### src/rtl/bomb_scheduler.sv
// Pool of NUM_SLOTS bomb slots: two-player placement arbitration plus frame-tick
// fuse/explosion sequencing. Define CHAIN_EN to let chain_hit detonate a fusing bomb.
module bomb_scheduler #(
    parameter int NUM_SLOTS      = 4,
    parameter int MAX_PER_PLAYER = 2,
    parameter int FUSE_FRAMES    = 80,
    parameter int EXPLODE_FRAMES = 10,
    parameter int POS_W          = 5
) (
    input  logic                       Clk,
    input  logic                       Reset,
    input  logic                       frame_tick,
    input  logic [1:0]                 req,
    input  logic [POS_W-1:0]           req_x0,
    input  logic [POS_W-1:0]           req_y0,
    input  logic [POS_W-1:0]           req_x1,
    input  logic [POS_W-1:0]           req_y1,
    output logic [1:0]                 grant,
    output logic [1:0]                 deny,
    output logic [2*NUM_SLOTS-1:0]     slot_state,
    output logic [NUM_SLOTS-1:0]       slot_owner,
    output logic [POS_W*NUM_SLOTS-1:0] slot_x,
    output logic [POS_W*NUM_SLOTS-1:0] slot_y,
    output logic [NUM_SLOTS-1:0]       explode_start,
    input  logic [NUM_SLOTS-1:0]       chain_hit
);
    localparam int LIVE_W = $clog2(NUM_SLOTS + 1);
    localparam logic [LIVE_W-1:0] LIVE_MAX  = LIVE_W'(MAX_PER_PLAYER);
    localparam logic [LIVE_W-1:0] LIVE_ONE  = LIVE_W'(1);
    localparam logic [7:0]        FUSE_LOAD = 8'(FUSE_FRAMES - 1);
    localparam logic [7:0]        EXP_LOAD  = 8'(EXPLODE_FRAMES - 1);

    typedef enum logic [1:0] {
        S_FREE    = 2'd0,
        S_FUSE    = 2'd1,
        S_EXPLODE = 2'd2,
        S_DONE    = 2'd3
    } slot_state_t;

    slot_state_t          r_state [NUM_SLOTS];
    slot_state_t          w_state_n [NUM_SLOTS];
    logic [7:0]           r_cnt [NUM_SLOTS];
    logic [7:0]           w_cnt_n [NUM_SLOTS];
    logic                 r_owner [NUM_SLOTS];
    logic                 w_owner_n [NUM_SLOTS];
    logic [POS_W-1:0]     r_x [NUM_SLOTS];
    logic [POS_W-1:0]     w_x_n [NUM_SLOTS];
    logic [POS_W-1:0]     r_y [NUM_SLOTS];
    logic [POS_W-1:0]     w_y_n [NUM_SLOTS];
    logic [LIVE_W-1:0]    r_live [2];
    logic [LIVE_W-1:0]    w_live_n [2];
    logic [LIVE_W-1:0]    w_dec [2];
    logic [NUM_SLOTS-1:0] r_explode, w_explode_n;
    logic [NUM_SLOTS-1:0] w_alloc, w_chain;
    logic [1:0]           r_armed, w_armed_n, r_grant, w_grant_n, r_deny, w_deny_n, w_elig;
    logic                 r_rr, w_rr_n;
    logic                 w_eval_vld, w_eval_p, w_has_free, w_clash, w_accept;
    logic [POS_W-1:0]     w_req_x, w_req_y;

`ifdef CHAIN_EN
    assign w_chain = chain_hit;
`else
    logic w_unused_chain;
    assign w_chain        = '0;
    assign w_unused_chain = ^chain_hit;
`endif

    // A player is eligible only after its req has been seen low since its last ack.
    always_comb begin
        w_elig     = req & r_armed;
        w_eval_vld = |w_elig;
        w_eval_p   = (w_elig == 2'b11) ? r_rr : w_elig[1];
        w_req_x    = w_eval_p ? req_x1 : req_x0;
        w_req_y    = w_eval_p ? req_y1 : req_y0;
        w_has_free = 1'b0;
        w_clash    = 1'b0;
        w_alloc    = '0;
        for (int unsigned i = 0; i < NUM_SLOTS; i++) begin
            if (r_state[i] == S_FREE) begin
                if (!w_has_free) w_alloc[i] = 1'b1;
                w_has_free = 1'b1;
            end else if (r_x[i] == w_req_x && r_y[i] == w_req_y) begin
                w_clash = 1'b1;
            end
        end
        w_accept = w_eval_vld && w_has_free && !w_clash && (r_live[w_eval_p] < LIVE_MAX);
        if (!w_accept) w_alloc = '0;
        w_grant_n = '0;
        w_deny_n  = '0;
        w_armed_n = r_armed;
        if (w_eval_vld) begin
            if (w_accept) w_grant_n[w_eval_p] = 1'b1;
            else          w_deny_n[w_eval_p]  = 1'b1;
            w_armed_n[w_eval_p] = 1'b0;
        end
        w_armed_n = w_armed_n | ~req;
        w_rr_n    = (w_elig == 2'b11) ? ~r_rr : r_rr;
    end

    always_comb begin
        w_dec[0]    = '0;
        w_dec[1]    = '0;
        w_explode_n = '0;
        for (int unsigned i = 0; i < NUM_SLOTS; i++) begin
            w_state_n[i] = r_state[i];
            w_cnt_n[i]   = r_cnt[i];
            w_owner_n[i] = r_owner[i];
            w_x_n[i]     = r_x[i];
            w_y_n[i]     = r_y[i];
            case (r_state[i])
                S_FREE: begin
                    if (w_alloc[i]) begin
                        w_state_n[i] = S_FUSE;
                        w_cnt_n[i]   = FUSE_LOAD;
                        w_owner_n[i] = w_eval_p;
                        w_x_n[i]     = w_req_x;
                        w_y_n[i]     = w_req_y;
                    end
                end
                S_FUSE: begin
                    if (w_chain[i] || (frame_tick && r_cnt[i] == 8'd0)) begin
                        w_state_n[i]   = S_EXPLODE;
                        w_cnt_n[i]     = EXP_LOAD;
                        w_explode_n[i] = 1'b1;
                    end else if (frame_tick) begin
                        w_cnt_n[i] = r_cnt[i] - 8'd1;
                    end
                end
                S_EXPLODE: begin
                    if (frame_tick) begin
                        if (r_cnt[i] == 8'd0) w_state_n[i] = S_DONE;
                        else                  w_cnt_n[i]   = r_cnt[i] - 8'd1;
                    end
                end
                default: begin
                    w_state_n[i] = S_FREE;
                    w_dec[r_owner[i]] = w_dec[r_owner[i]] + LIVE_ONE;
                end
            endcase
        end
        // Increment and decrement of one player in one cycle cancel naturally here.
        w_live_n[0] = r_live[0] - w_dec[0] + ((w_accept && !w_eval_p) ? LIVE_ONE : '0);
        w_live_n[1] = r_live[1] - w_dec[1] + ((w_accept &&  w_eval_p) ? LIVE_ONE : '0);
    end

    always_ff @(posedge Clk) begin
        if (Reset) begin
            for (int unsigned i = 0; i < NUM_SLOTS; i++) begin
                r_state[i] <= S_FREE;
                r_cnt[i]   <= '0;
                r_owner[i] <= 1'b0;
                r_x[i]     <= '0;
                r_y[i]     <= '0;
            end
            r_live[0] <= '0;
            r_live[1] <= '0;
            r_explode <= '0;
            r_grant   <= '0;
            r_deny    <= '0;
            r_armed   <= '1;
            r_rr      <= 1'b0;
        end else begin
            for (int unsigned i = 0; i < NUM_SLOTS; i++) begin
                r_state[i] <= w_state_n[i];
                r_cnt[i]   <= w_cnt_n[i];
                r_owner[i] <= w_owner_n[i];
                r_x[i]     <= w_x_n[i];
                r_y[i]     <= w_y_n[i];
            end
            r_live[0] <= w_live_n[0];
            r_live[1] <= w_live_n[1];
            r_explode <= w_explode_n;
            r_grant   <= w_grant_n;
            r_deny    <= w_deny_n;
            r_armed   <= w_armed_n;
            r_rr      <= w_rr_n;
        end
    end

    assign grant         = r_grant;
    assign deny          = r_deny;
    assign explode_start = r_explode;

    for (genvar g = 0; g < NUM_SLOTS; g++) begin : g_out
        assign slot_state[2*g +: 2]         = r_state[g];
        assign slot_owner[g]                = r_owner[g];
        assign slot_x[POS_W*g +: POS_W]     = r_x[g];
        assign slot_y[POS_W*g +: POS_W]     = r_y[g];
    end
endmodule

### config.mk
export PLATFORM = sky130hd
export DESIGN_NAME = bomb_scheduler
export DESIGN_NICKNAME = d
export VERILOG_FILES = /design/src/rtl/bomb_scheduler.sv
export SDC_FILE = /design/constraint.sdc
export NUM_CORES = 1
export LEC_CHECK = 0
export ABC_AREA = 1
export CORE_UTILIZATION = 50
export CTS_CLUSTER_DIAMETER = 200
export DETAILED_ROUTE_END_ITERATION = 16
export GPL_ROUTABILITY_DRIVEN = 0
export GPL_TIMING_DRIVEN = 0
export PLACE_DENSITY = 0.74
export SLEW_MARGIN = 20
export SYNTH_ARGS = -nofsm -noshare
export SYNTH_HDL_FRONTEND = slang
export SYNTH_SLANG_ARGS = --single-unit
### constraint.sdc
create_clock -name Clk -period 7.7 [get_ports Clk]
set_input_delay 0.77 -clock Clk [delete_from_list [all_inputs] [get_ports Clk]]
set_output_delay 0.77 -clock Clk [all_outputs]
set_load 0.05 [all_outputs]
# Word level (Yosys, flattened, before mapping)
# Memory sizes are Yosys's and may differ from the RTL's.
# Cells that the tools add are included.
[op_classes] addsub=12 multipliers=0 div=0 order_cmp=11 n_eq_ne=17 shift=0 n_mux=150 n_bitwise=39 reduce_logical=39
[ops] op="8-bit 2-to-1 mux" n=24
[ops] op="5-bit 2-to-1 mux" n=26
[ops] op="8-bit case mux with 3 select lines" n=4
[ops] op="3-bit 2-to-1 mux" n=17
[ops] op="2-bit 2-to-1 mux" n=21
[ops] op="1-bit 2-to-1 mux" n=41
[ops] op="5-bit equality test" n=8
[ops] op="8-bit logical NOT" n=4
[ops] op="8-bit by 1-bit subtractor with 8-bit output (second input constant)" n=4
[ops] op="6-bit 2-to-1 mux" n=4
[ops] op="2-bit case mux with 3 select lines" n=4
[ops] op="1-bit OR" n=22
[ops] op="6-bit bitwise mux" n=3
[ops] op="1-bit logical AND" n=18
[ops] op="3-bit OR reduction" n=6
[ops] op="3-bit by 1-bit adder with 3-bit output (second input constant)" n=4
[ops] op="3-bit demux with 1-bit select" n=4
[ops] op="2-bit equality test (second input constant)" n=5
[ops] op="2-bit OR reduction" n=5
[ops] op="2-bit by 1-bit equality test with 1-bit output (second input constant)" n=4
[ops] op="2-bit >= comparator (second input constant)" n=4
[ops] op="2-bit logical NOT" n=4
[ops] op="2-bit by 1-bit < comparator with 1-bit output (second input constant)" n=4
[ops] op="1-bit NOT with 2-bit output" n=4
[ops] op="other kinds (13)" n=24
[totals] reg_bits=11 latchBits=0 ramBits=90 mem_bits_ro=0 inputBits=29 out_inout_bits=60 wordCells=282 memories=6
[memory_table] memory="r_cnt" words=4 word_bits=8 read_ports=4 rd_ports_with_merged_regs=0 write_ports=4 line="42" source="logic [7:0] r_cnt [NUM_SLOTS];"
[memory_table] memory="r_x" words=4 word_bits=5 read_ports=4 rd_ports_with_merged_regs=0 write_ports=4 line="46" source="logic [POS_W-1:0] r_x [NUM_SLOTS];"
[memory_table] memory="r_y" words=4 word_bits=5 read_ports=4 rd_ports_with_merged_regs=0 write_ports=4 line="48" source="logic [POS_W-1:0] r_y [NUM_SLOTS];"
[memory_table] memory="r_state" words=4 word_bits=2 read_ports=4 rd_ports_with_merged_regs=0 write_ports=4 line="40" source="slot_state_t r_state [NUM_SLOTS];"
[memory_table] memory="r_live" words=2 word_bits=3 read_ports=3 rd_ports_with_merged_regs=0 write_ports=2 line="50" source="logic [LIVE_W-1:0] r_live [2];"
[memory_table] memory="r_owner" words=4 word_bits=1 read_ports=4 rd_ports_with_merged_regs=0 write_ports=4 line="44" source="logic r_owner [NUM_SLOTS];"

# Depth between registers and ports, before layout
# Gate-level depths: netlist (run 1).
# An unclocked memory read counts as a cell.
[depth] word_depth=29 ltp_mapped=27 mapped_depth_nobuf=26

# Least setup slack after synthesis (run 1)
# OpenSTA, ideal clock, no wires.
[synth_path] path_kind="register to register" start="mem r_state[0][1] (netlist name)" end="mem r_live[0][2] (netlist name)" setup_time_ns=0.125 t_arrival_ns=3.667 required_time_ns=7.575 slack_ns=3.908 path_stages_with_launch=19 path_buffers=0 period_less_slack_ns=3.792 cell_sequence="dfxtp_1 > ha_1 > nand2_1 > nor3_1 > nor2_1 > o21ai_0 > inv_1 > ha_1 > o21ai_0 > o21ai_0 > ha_1 > o21ai_0 > ha_1 > inv_1 > fa_1 > xnor2_1 > xnor2_1 > o21ai_0 > a21oi_1"
[synth_rtl] element="start, declared" line="40"
[synth_rtl] element="end, declared" line="50"

==> results by group, run 1 <==
Clocking
  • H-tree Lvls: 3
  • Clock Sinks: 101
  • Post-CTS Setup Repair Bufs: 0
  • Clk slew on worst S/H paths: 70 ps
  • Longest Clk Path Bufs: 2
  • # hold bufs at CTS: 0
  • PostCTS Resize Cnt: 0
  • Number of CTS-inserted buffers: 9
  • Clock Latency Late Sink: 360 ps
  • CTS tree: done
  • CTS Root Cell: clkbuf_16

Setup path
  • Worst setup EP type: flip-flop
  • CP startpoint: req[0]
  • Crit Path Max Fanout: 10
  • Cell with the largest stage delay on the worst path: clkdlybuf4s50_1
  • Most used cell, CP: nand2_1
  • CP Cell Sequence: clkdlybuf4s50_1 -> nand2_2 -> o21ai_4 -> buf_2 -> nand2_1 -> nand2_1 -> xor2_1 -> nor2_1 -> nand2_1 -> nor2_2 -> nor2_4 -> nand2_2 -> inv_1 -> nand2_1 -> ha_1 -> inv_1 -> ha_1 -> inv_1 -> fa_1 -> xnor2_1 -> xnor2_1 -> o21ai_0 -> a21oi_1
  • CP Data Arrival Time: 4600 ps
  • Top delay family on crit path: buffers and inverters
  • Critical path startpoint category: input pin
  • Critical R2R Launch: r_state[0][1]
  • Worst Path Buf+Inv: 5
  • Worst stage delay on the critical path: 500 ps
  • Type of the worst setup path: in -> reg
  • CP Data Required Time: 7980 ps

Logic synthesis
  • Sequential element share of the synthesized area: 31.8%
  • Top post-synthesis cells by area: dfxtp_1 32%, nand2_1 14%, inv_1 8.4%, nor2_1 6.4%, ha_1 5.7%
  • Asr flop ratio synth: 0%
  • Yosys Warn Count: 0
  • Post-synthesis register bit count: 101
  • Unique masters post-synth: 38
  • Main synth FF type: dfxtp_1
  • Post-synth EDFFs: 0
  • Post-synth top area share: 31.8%
  • Post-synthesis cell area: 0.00636 mm²
  • Syn avg cell area: 6.51 µm²
  • Synthesized instance count: 978
  • Post-Syn Nets: 1038
  • Leading area contributor after synthesis: dfxtp_1

Global routing
  • Grt ovf: 0
  • Initial antenna violation count: 0
  • Largest net degree at the start of global routing: 16
  • First-pass GRT wire length: 27.4 mm
  • Global Route Usage Sum: 26.8%
  • Vias in the first global route: 5638

STA
  • Max Slew Vio Count: 0
  • Slew @ Worst Pin: 1110 ps
  • WHS: 468 ps
  • Worst slew margin: 26.1%
  • Setup TNS: 0 ps
  • Setup-failing EPs final: 0
  • RSZ-0062 raised after global routing: no
  • Final Hold Viols: 0
  • Tmin final: 4320 ps
  • Final worst path period share: 56.1%
  • Worst-case clock skew: 5.79 ps
  • Fmax achieved: 231 MHz

Detailed routing
  • Vias/cell: 5.10
  • Antenna viol nets, final: 0
  • Starting DRC count in detailed routing: 543
  • DRC: 0
  • Routed Wire Length: 17.0 mm
  • Via Count: 6350
  • Drt pass-1 iters: 5
  • Drt wl/cell: 13.6 µm

Power and ir drop
  • Lkg Pwr: 3.63 nW
  • Max VDD drop: 0.199 mV
  • Pwr dens: 404 mW/mm²

Cells and area
  • Final Instance Area: 0.00775 mm²
  • Antenna diodes: 0
  • Filler cells: 1179
  • P&R area growth vs syn: 21.8%
  • Layout Nets: 1132
  • Layout cell share with drive strength beyond 1: 6.13%

Floorplanning
  • Initial Util: 52.1%
  • Rows: 40
  • Core Region: 0.0122 mm²
  • # IOs: 89
  • Die X-Extent: 115 µm
  • Die ar.: 0.0132 mm²
  • Die extent in y: 115 µm

Job
  • Max Cap Viol: 0

Min path
  • Hold Crit Start: r_cnt[2][1]
  • Hold WC Path Type: reg -> reg

Placed design
  • Final HPWL DP: 12.6 mm
  • Port Buffers: 83
  • DP Area: 0.00740 mm²

Outcome
  • Status: finished, final reports clean
cell usage in the layout, fill, tap and decap left out, drive strengths merged, types with 2 or more instances in the layout:
master,n
nand2,261
inv,149
nor2,110
dfxtp,101
clkdlybuf4s50,83
o21ai,80
a21oi,67
nand3,59
ha,29
xor2,27
clkbuf,24
nand4,20
buf,17
nor3,14
o211ai,8
nand3b,8
xnor2,6
clkinv,3
a221oi,2
fa,2
bufinv,2
area by class of cell:
| class | count | area (µm²) | share of cell area [%] |
|---|---|---|---|
| buffer | 28 | 151 | 1.95 |
| inverter | 151 | 567 | 7.31 |
| clock inverter | 3 | 65.1 | 0.840 |
| clock buffer | 13 | 280 | 3.62 |
| sequential | 101 | 2020 | 26.1 |
| tap | 168 | 210 | 2.71 |
| multi-input combinational | 698 | 3620 | 46.8 |
| timing repair buffer | 83 | 831 | 10.7 |
metrics by stage:
step                      instances  utilization [%]  power [mW]  worst slack [ps]
after floorplan                 978                -        2.15              3910
after global placement         1229             60.6        2.58              3100
after detailed placement       1229             60.6        2.60              3050
after CTS                      1245             63.5        3.13              3390
after global routing           1245             63.5        3.39              3090
final                          1245             63.5        3.13              3380
report_power, final:
group          leakage (nW)  switching [mW]  internal, mW
Combinational          2.63            1.18         0.615
Sequential            0.828           0.138         0.679
Clock                 0.172           0.200         0.320
kinds of logic (layout without fill, tap and decap cells):
group	count (synthesis)	after routing	synth area share [%]
xor gates and xnor gates	33	33	4.54
and+or+nand+nor	473	473	32.4
buffers and inverters	179	278	11.3
AOI/OAI and AO/OA	161	161	13.7
DFF	101	101	31.8
adders and majority gates	31	31	6.33
tightest hold or removal path, delay by kind of cell (launching register included):
kind | cells | cell delay, ps
flip-flops | 1 | 310
buffers and inverters | 1 | 60
AO/OA/AOI/OAI | 1 | 50
cells in the mapped netlist, types with 4 or more instances:
cell type  number
nor3_1         14
clkbuf_1       11
o21ai_0        67
inv_1         143
nor2_1        108
inv_2           6
xnor2_1         6
nand2_1       243
o211ai_1        8
nand3b_1        8
nand4_1        20
o21ai_1        11
dfxtp_1       101
nand3_2         4
buf_2           7
nand2_2        16
buf_4           6
nand3_1        53
xor2_1         27
a21oi_1        66
ha_1           29
per-layer routing:
| metal | vias to the layer above | part of all wire (%) | track usage (%) |
|---|---|---|---|
| li1 | 3295 | - | - |
| met1 | 2802 | 45 | 35.1 |
| met2 | 222 | 45 | 43.6 |
| met3 | 31 | 6.8 | 4.59 |
| met4 | 0 | 2.7 | 11.4 |
| met5 | - | 0 | 0 |
registers in the layout (all words and copies together), names as in the netlist, 4 cells and up:
signal	cells
r_state	8
r_y	20
explode_start	4
r_owner	4
r_x	20
r_live	6
r_cnt	32
path summary, 6_finish.rpt:
kind | end | slack [ps] | cells past startpoint
max | r_live[0][2] | 3380 | 23
min | r_cnt[2][1] | 470 | 2
max reg2reg | r_live[1][2] | 3870 | 17
min reg2reg | r_cnt[2][1] | 470 | 2
No activity file was read; power rests on OpenSTA's default activity.
==> inputs of run 2 (changes only) <==
--- a/config.mk
+++ b/config.mk
@@ -11,7 +11,7 @@
 export DETAILED_ROUTE_END_ITERATION = 16
 export GPL_ROUTABILITY_DRIVEN = 0
 export GPL_TIMING_DRIVEN = 0
-export PLACE_DENSITY = 0.74
+export PLACE_DENSITY = 0.77
 export SLEW_MARGIN = 20
 export SYNTH_ARGS = -nofsm -noshare
 export SYNTH_HDL_FRONTEND = slang
==> constraint.sdc (replaced) <==
create_clock -name Clk -period 3.75 [get_ports Clk]
set_input_delay 0.375 -clock Clk [delete_from_list [all_inputs] [get_ports Clk]]
set_output_delay 0.375 -clock Clk [all_outputs]
set_load 0.05 [all_outputs]
==> run 2 against run 1 <==
Effect of this change: critical path depth rose by 1; cell count grew 1.0%; utilization increased by 1.8 points; first-iteration DRC count down 16%; design area increased by 2.8%; via count is 3.3% higher; worst setup slack got worse by 3100 ps; wire length increased by 3.7%; critical path type is now reg -> reg; combinational power is 110% higher; highest routed layer unchanged; sequential cell count unchanged; sequential power up 110%; register-to-register slack got worse by 3600 ps.
==> results by group, run 2 (same netlist as run 1, synthesis figures left out) <==
Power and ir drop
  • Total power draw: 6.42 mW
  • Lkg Pwr: 3.72 nW
  • Max VDD drop: 0.457 mV
  • Pwr dens: 805 mW/mm²

STA
  • Final worst path period share: 93.1%
  • Setup-failing EPs final: 0
  • Max Slew Vio Count: 0
  • Final Hold Viols: 0
  • WHS: 295 ps
  • Slew @ Worst Pin: 1020 ps
  • Worst-case clock skew: 9.58 ps
  • Setup slack after layout: 260 ps
  • Fmax achieved: 287 MHz
  • Tmin final: 3490 ps
  • RSZ-0062 raised after global routing: no
  • Setup TNS: 0 ps
  • Worst slew margin: 32.0%

Cells and area
  • Register with the most flip-flops: r_cnt
  • Number of flip-flops under the largest register name: 32
  • Final cell count without fillers: 1258
  • Register area: 0.00203 mm²
  • Multi-input gate area: 0.00372 mm²
  • Layout Nets: 1145
  • Largest regs: r_cnt: 32 flops, r_x: 20 flops, r_y: 20 flops
  • Antenna diodes: 0
  • Most common cell after layout, fill and taps aside: nand2_1
  • Final Instance Area: 0.00797 mm²
  • Filler cells: 1142
  • P&R area growth vs syn: 25.2%
  • Most frequent cells in the layout: 239 x nand2_1, 141 x inv_1, 106 x nor2_1, 95 x dfxtp_1, 81 x clkdlybuf4s50_1
  • Utilization after layout: 65.3%
  • Layout cell share with drive strength beyond 1: 8.62%

Detailed routing
  • Drt wl/cell: 14.0 µm
  • Vias/cell: 5.22
  • Starting DRC count in detailed routing: 457
  • Antenna viol nets, final: 0
  • Routed Wire Length: 17.6 mm
  • Via Count: 6562
  • DRC: 0
  • Drt pass-1 iters: 5

Placed design
  • Placement Setup Slack: -512 ps
  • Final HPWL DP: 12.6 mm
  • Port Buffers: 83
  • Placed Instances: 1229
  • DP Area: 0.00741 mm²

Floorplanning
  • Die X-Extent: 115 µm
  • # IOs: 89
  • Initial Util: 52.1%
  • Core Region: 0.0122 mm²
  • Die ar.: 0.0132 mm²
  • Die extent in y: 115 µm
  • Rows: 40

Clocking
  • Clock Latency Late Sink: 360 ps
  • CTS tree: done
  • Number of CTS-inserted buffers: 9
  • # hold bufs at CTS: 0
  • Clock Sinks: 101
  • Clk slew on worst S/H paths: 70 ps
  • Longest Clk Path Bufs: 2
  • CTS Root Cell: clkbuf_16
  • H-tree Lvls: 3

Min path
  • Hold Crit Start: req[1]
  • Hold WC Path Type: in -> reg

Setup path
  • Type of the worst setup path: reg -> reg
  • Most used cell, CP: nand2_1
  • CP startpoint: r_armed[0]
  • CP Cell Sequence: nand2_4 -> o21ai_4 -> buf_6 -> buf_16 -> nand2_2 -> nand2_4 -> nand2_1 -> nand2_1 -> nor2_1 -> nand2_1 -> nor2_2 -> a21oi_4 -> nand2_4 -> inv_4 -> nand2_1 -> ha_1 -> inv_1 -> ha_1 -> inv_1 -> fa_2 -> xnor2_2 -> xnor2_1 -> o21ai_1 -> a21oi_1
  • Slack of the worst reg-to-reg path: 260 ps
  • Crit path depth: 24
  • Worst setup EP type: flip-flop
  • Worst stage delay on the critical path: 400 ps
  • CP Data Required Time: 4040 ps
  • Worst Path Buf+Inv: 5
  • Cell with the largest stage delay on the worst path: fa_2
  • Top delay family on crit path: adder cells
  • Worst setup path endpoint: r_live[0][2]
  • R2R depth: 24
  • Critical path startpoint category: flip-flop
  • FF-to-FF End: r_live[0][2]
  • Crit Path Max Fanout: 6
  • Critical R2R Launch: r_armed[0]
  • CP Data Arrival Time: 3780 ps

Outcome
  • Status: finished, final reports clean

Global routing
  • First-pass GRT wire length: 28.2 mm
  • Vias in the first global route: 5927
  • Largest net degree at the start of global routing: 16
  • Grt ovf: 0
  • Initial antenna violation count: 0
  • Global Route Usage Sum: 27.5%

Job
  • Max Cap Viol: 0
run 2: cell count changes in the layout (fill, tap and decap cells not counted), moves of 4 or more:
cell / before / now
buf_4: 6 / 15
nand2_1: 243 / 239
dfxtp_1: 101 / 95
o21ai_0: 67 / 61
nand2_2: 16 / 12
o21ai_1: 11 / 17
nand2_4: 2 / 10
dfxtp_2: 0 / 4
run 2: worst min-delay path by stage:
stage / end / slack [ps] / cells past startpoint
3_5_place_dp: r_cnt[2][1] / 460 / 2
4_1_cts: r_armed[0] / 410 / 2
2_1_floorplan: r_cnt[2][1] / 440 / 2
3_3_place_gp: r_armed[0] / 460 / 2
6_report: r_armed[1] / 290 / 2
5_1_grt: r_armed[1] / 300 / 2
run 2: power by group:
part | internal (mW) | total, mW | switching (mW)
clock network | 0.555 | 0.970 | 0.415
registers | 1.40 | 1.69 | 0.289
logic | 1.31 | 3.75 | 2.45
run 2: worst reg2reg max path, stage by stage, from the launching register on:
cell and delay [ps]:
dfxtp_2 350, nand2_4 80, o21ai_4 250, buf_6 160, buf_16 130, nand2_2 100, nand2_4 100, nand2_1 50
nand2_1 50, nor2_1 50, nand2_1 90, nor2_2 60, a21oi_4 240, nand2_4 90, inv_4 80, nand2_1 60
ha_1 270, inv_1 50, ha_1 130, inv_1 60, fa_2 400, xnor2_2 150, xnor2_1 210, o21ai_1 80
a21oi_1 130
run 2: repair_timing:
action	4_1_cts	5_1_grt
setup endpoints to repair	2	2
cloned	2	0
buffers inserted	2	10
pin swaps	3	11
resized for setup	11	33
run 2: area by class of cell:
class / instances / share of cell area, %
flip-flops and latches: 101 / 25.5
repair buffers: 96 / 12.0
clock buffers: 13 / 3.27
multi-input cells: 699 / 46.7
plain buffers: 27 / 2.12
well taps: 168 / 2.64
clock inverters: 3 / 0.549
inverters: 151 / 7.17
run 2: metal layers:
| layer | up-vias | part of all wire [%] | track usage [%] |
|---|---|---|---|
| li1 | 3320 | - | - |
| met1 | 2974 | 44 | 33.9 |
| met2 | 224 | 47 | 47.7 |
| met3 | 44 | 5.8 | 3.74 |
| met4 | 0 | 2.7 | 13.0 |
| met5 | - | 0 | 0 |
==> inputs of run 3 (changes only) <==
--- a/config.mk
+++ b/config.mk
@@ -11,7 +11,7 @@
 export DETAILED_ROUTE_END_ITERATION = 16
 export GPL_ROUTABILITY_DRIVEN = 0
 export GPL_TIMING_DRIVEN = 0
-export PLACE_DENSITY = 0.77
+export PLACE_DENSITY_LB_ADDON = 0.2
 export SLEW_MARGIN = 20
 export SYNTH_ARGS = -nofsm -noshare
 export SYNTH_HDL_FRONTEND = slang
==> constraint.sdc (replaced) <==
create_clock -name Clk -period 4.4 [get_ports Clk]
set_input_delay 0.44 -clock Clk [delete_from_list [all_inputs] [get_ports Clk]]
set_output_delay 0.44 -clock Clk [all_outputs]
set_load 0.05 [all_outputs]
==> run 3 against run 2 <==
Effect of this change: clock skew barely moved; via count fell by 2.6%; sequential cell count stayed put; worst hold slack improved by 170 ps; sequential share of layout area grew 0.78 points; sequential power shrank 15%; first-iteration DRC count fell by 10%; power down 17%; non-clock buffer count down 12; die area unchanged; largest cell class unchanged.
==> results by group, run 3 (same netlist as run 1, synthesis figures left out) <==
Cells and area
  • Filler cells: 1185
  • Layout cell share with drive strength beyond 1: 5.95%
  • P&R area growth vs syn: 20.8%
  • Final Instance Area: 0.00769 mm²
  • Most common cell after layout, fill and taps aside: nand2_1
  • Antenna diodes: 0
  • Register with the most flip-flops: r_cnt
  • Largest regs: r_cnt: 32 flops, r_x: 20 flops, r_y: 20 flops
  • Number of flip-flops under the largest register name: 32
  • Most frequent cells in the layout: 243 x nand2_1, 143 x inv_1, 108 x nor2_1, 101 x dfxtp_1, 83 x clkdlybuf4s50_1
  • Layout Nets: 1132

STA
  • WHS: 468 ps
  • Setup TNS: 0 ps
  • Fmax achieved: 255 MHz
  • Final Hold Viols: 0
  • Final worst path period share: 89.0%
  • Worst-case clock skew: 9.28 ps
  • Slew @ Worst Pin: 1070 ps
  • Setup-failing EPs final: 0
  • RSZ-0062 raised after global routing: no
  • Max Slew Vio Count: 0
  • Setup slack after layout: 482 ps
  • Tmin final: 3920 ps
  • Worst slew margin: 28.8%

Setup path
  • Slack of the worst reg-to-reg path: 490 ps
  • Most used cell, CP: nand2_1
  • Worst stage delay on the critical path: 520 ps
  • Crit Path Max Fanout: 10
  • Worst Path Buf+Inv: 5
  • Type of the worst setup path: in -> reg
  • CP Data Arrival Time: 4210 ps
  • Cell with the largest stage delay on the worst path: clkdlybuf4s50_1
  • Worst setup EP type: flip-flop
  • CP Data Required Time: 4690 ps
  • Top delay family on crit path: simple AND/OR/NAND/NOR gates
  • Critical path startpoint category: input pin
  • CP Cell Sequence: clkdlybuf4s50_1 -> nand2_2 -> o21ai_4 -> buf_2 -> nand2_1 -> nand2_1 -> nand2_1 -> nand3_1 -> nor2_1 -> nand2_1 -> nand2_1 -> nor2_4 -> nand2_2 -> inv_1 -> nand2_1 -> ha_1 -> inv_1 -> ha_1 -> inv_1 -> fa_1 -> xnor2_1 -> xnor2_1 -> o21ai_0 -> a21oi_1

Clocking
  • # hold bufs at CTS: 0
  • CTS tree: done
  • Post-CTS Setup Repair Bufs: 0
  • Longest Clk Path Bufs: 2
  • H-tree Lvls: 3
  • Clock Latency Late Sink: 360 ps
  • Clk slew on worst S/H paths: 70 ps
  • Clock Sinks: 101
  • PostCTS Resize Cnt: 0
  • Number of CTS-inserted buffers: 9
  • CTS Root Cell: clkbuf_16

Detailed routing
  • Vias/cell: 5.14
  • Drt wl/cell: 13.5 µm
  • Antenna viol nets, final: 0
  • Drt pass-1 iters: 4
  • Starting DRC count in detailed routing: 411
  • Routed Wire Length: 16.8 mm
  • Via Count: 6392
  • DRC: 0

Placed design
  • DP Area: 0.00740 mm²
  • Final HPWL DP: 12.4 mm
  • Port Buffers: 83
  • Placement Setup Slack: 113 ps

Floorplanning
  • Die extent in y: 115 µm
  • Rows: 40
  • Die ar.: 0.0132 mm²
  • # IOs: 89
  • Core Region: 0.0122 mm²
  • Initial Util: 52.1%
  • Die X-Extent: 115 µm

Outcome
  • Status: finished, final reports clean

Power and ir drop
  • Lkg Pwr: 3.59 nW
  • Pwr dens: 695 mW/mm²
  • Max VDD drop: 0.396 mV

Global routing
  • Initial antenna violation count: 0
  • Largest net degree at the start of global routing: 16
  • First-pass GRT wire length: 27.3 mm
  • Grt ovf: 0
  • Vias in the first global route: 5733
  • Global Route Usage Sum: 26.8%

Min path
  • Hold WC Path Type: reg -> reg

Job
  • Max Cap Viol: 0
[run 3: area by class of cell]
| type | count | area [µm²] | share of cell area [%] |
|---|---|---|---|
| Clock inverter | 5 | 52.6 | 0.684 |
| Multi-Input combinational cell | 698 | 3620 | 47.1 |
| Timing Repair Buffer | 83 | 831 | 10.8 |
| Tap cell | 168 | 210 | 2.73 |
| Clock buffer | 10 | 229 | 2.98 |
| Inverter | 151 | 567 | 7.37 |
| Buffer | 28 | 151 | 1.97 |
| Sequential cell | 101 | 2020 | 26.3 |
[run 3: power by group]
group | switching, mW | leakage (nW) | total, mW | internal (mW)
Clock | 0.353 | 0.138 | 0.788 | 0.435
Combinational | 2.04 | 2.63 | 3.12 | 1.08
Sequential | 0.243 | 0.828 | 1.43 | 1.19
Total | 2.64 | 3.59 | 5.34 | 2.70
[run 3: layer usage]
metal,routed length (µm),part of all wire [%],vias to the layer above,track usage [%]
li1,-,-,3299,-
met1,7470,44,2859,32.9
met2,7870,47,189,46.1
met3,846,5.0,45,3.53
met4,630,3.7,0,13.8
met5,0,0,-,0
[run 3: tightest hold or removal path, cell delays in order, from the launching register on]
cell     delay, ps
dfxtp_1        310
inv_1           60
a21oi_1         50
[run 3: metrics by stage]
| step | util (%) | total power, mW | instances |
|---|---|---|---|
| after floorplan | - | 3.76 | 978 |
| after global placement | 60.6 | 4.50 | 1229 |
| after detailed placement | 60.6 | 4.54 | 1229 |
| after CTS | 62.9 | 5.34 | 1244 |
| after global routing | 62.9 | 5.80 | 1244 |
| final | 62.9 | 5.34 | 1244 |
[run 3: path summary, 6_finish.rpt]
kind	from	end	cells past startpoint
max	req[0]	r_live[0][2]	24
min	r_cnt[2][1]	r_cnt[2][1]	2
max reg2reg	r_state[0][1]	r_live[1][2]	17
min reg2reg	r_cnt[2][1]	r_cnt[2][1]	2
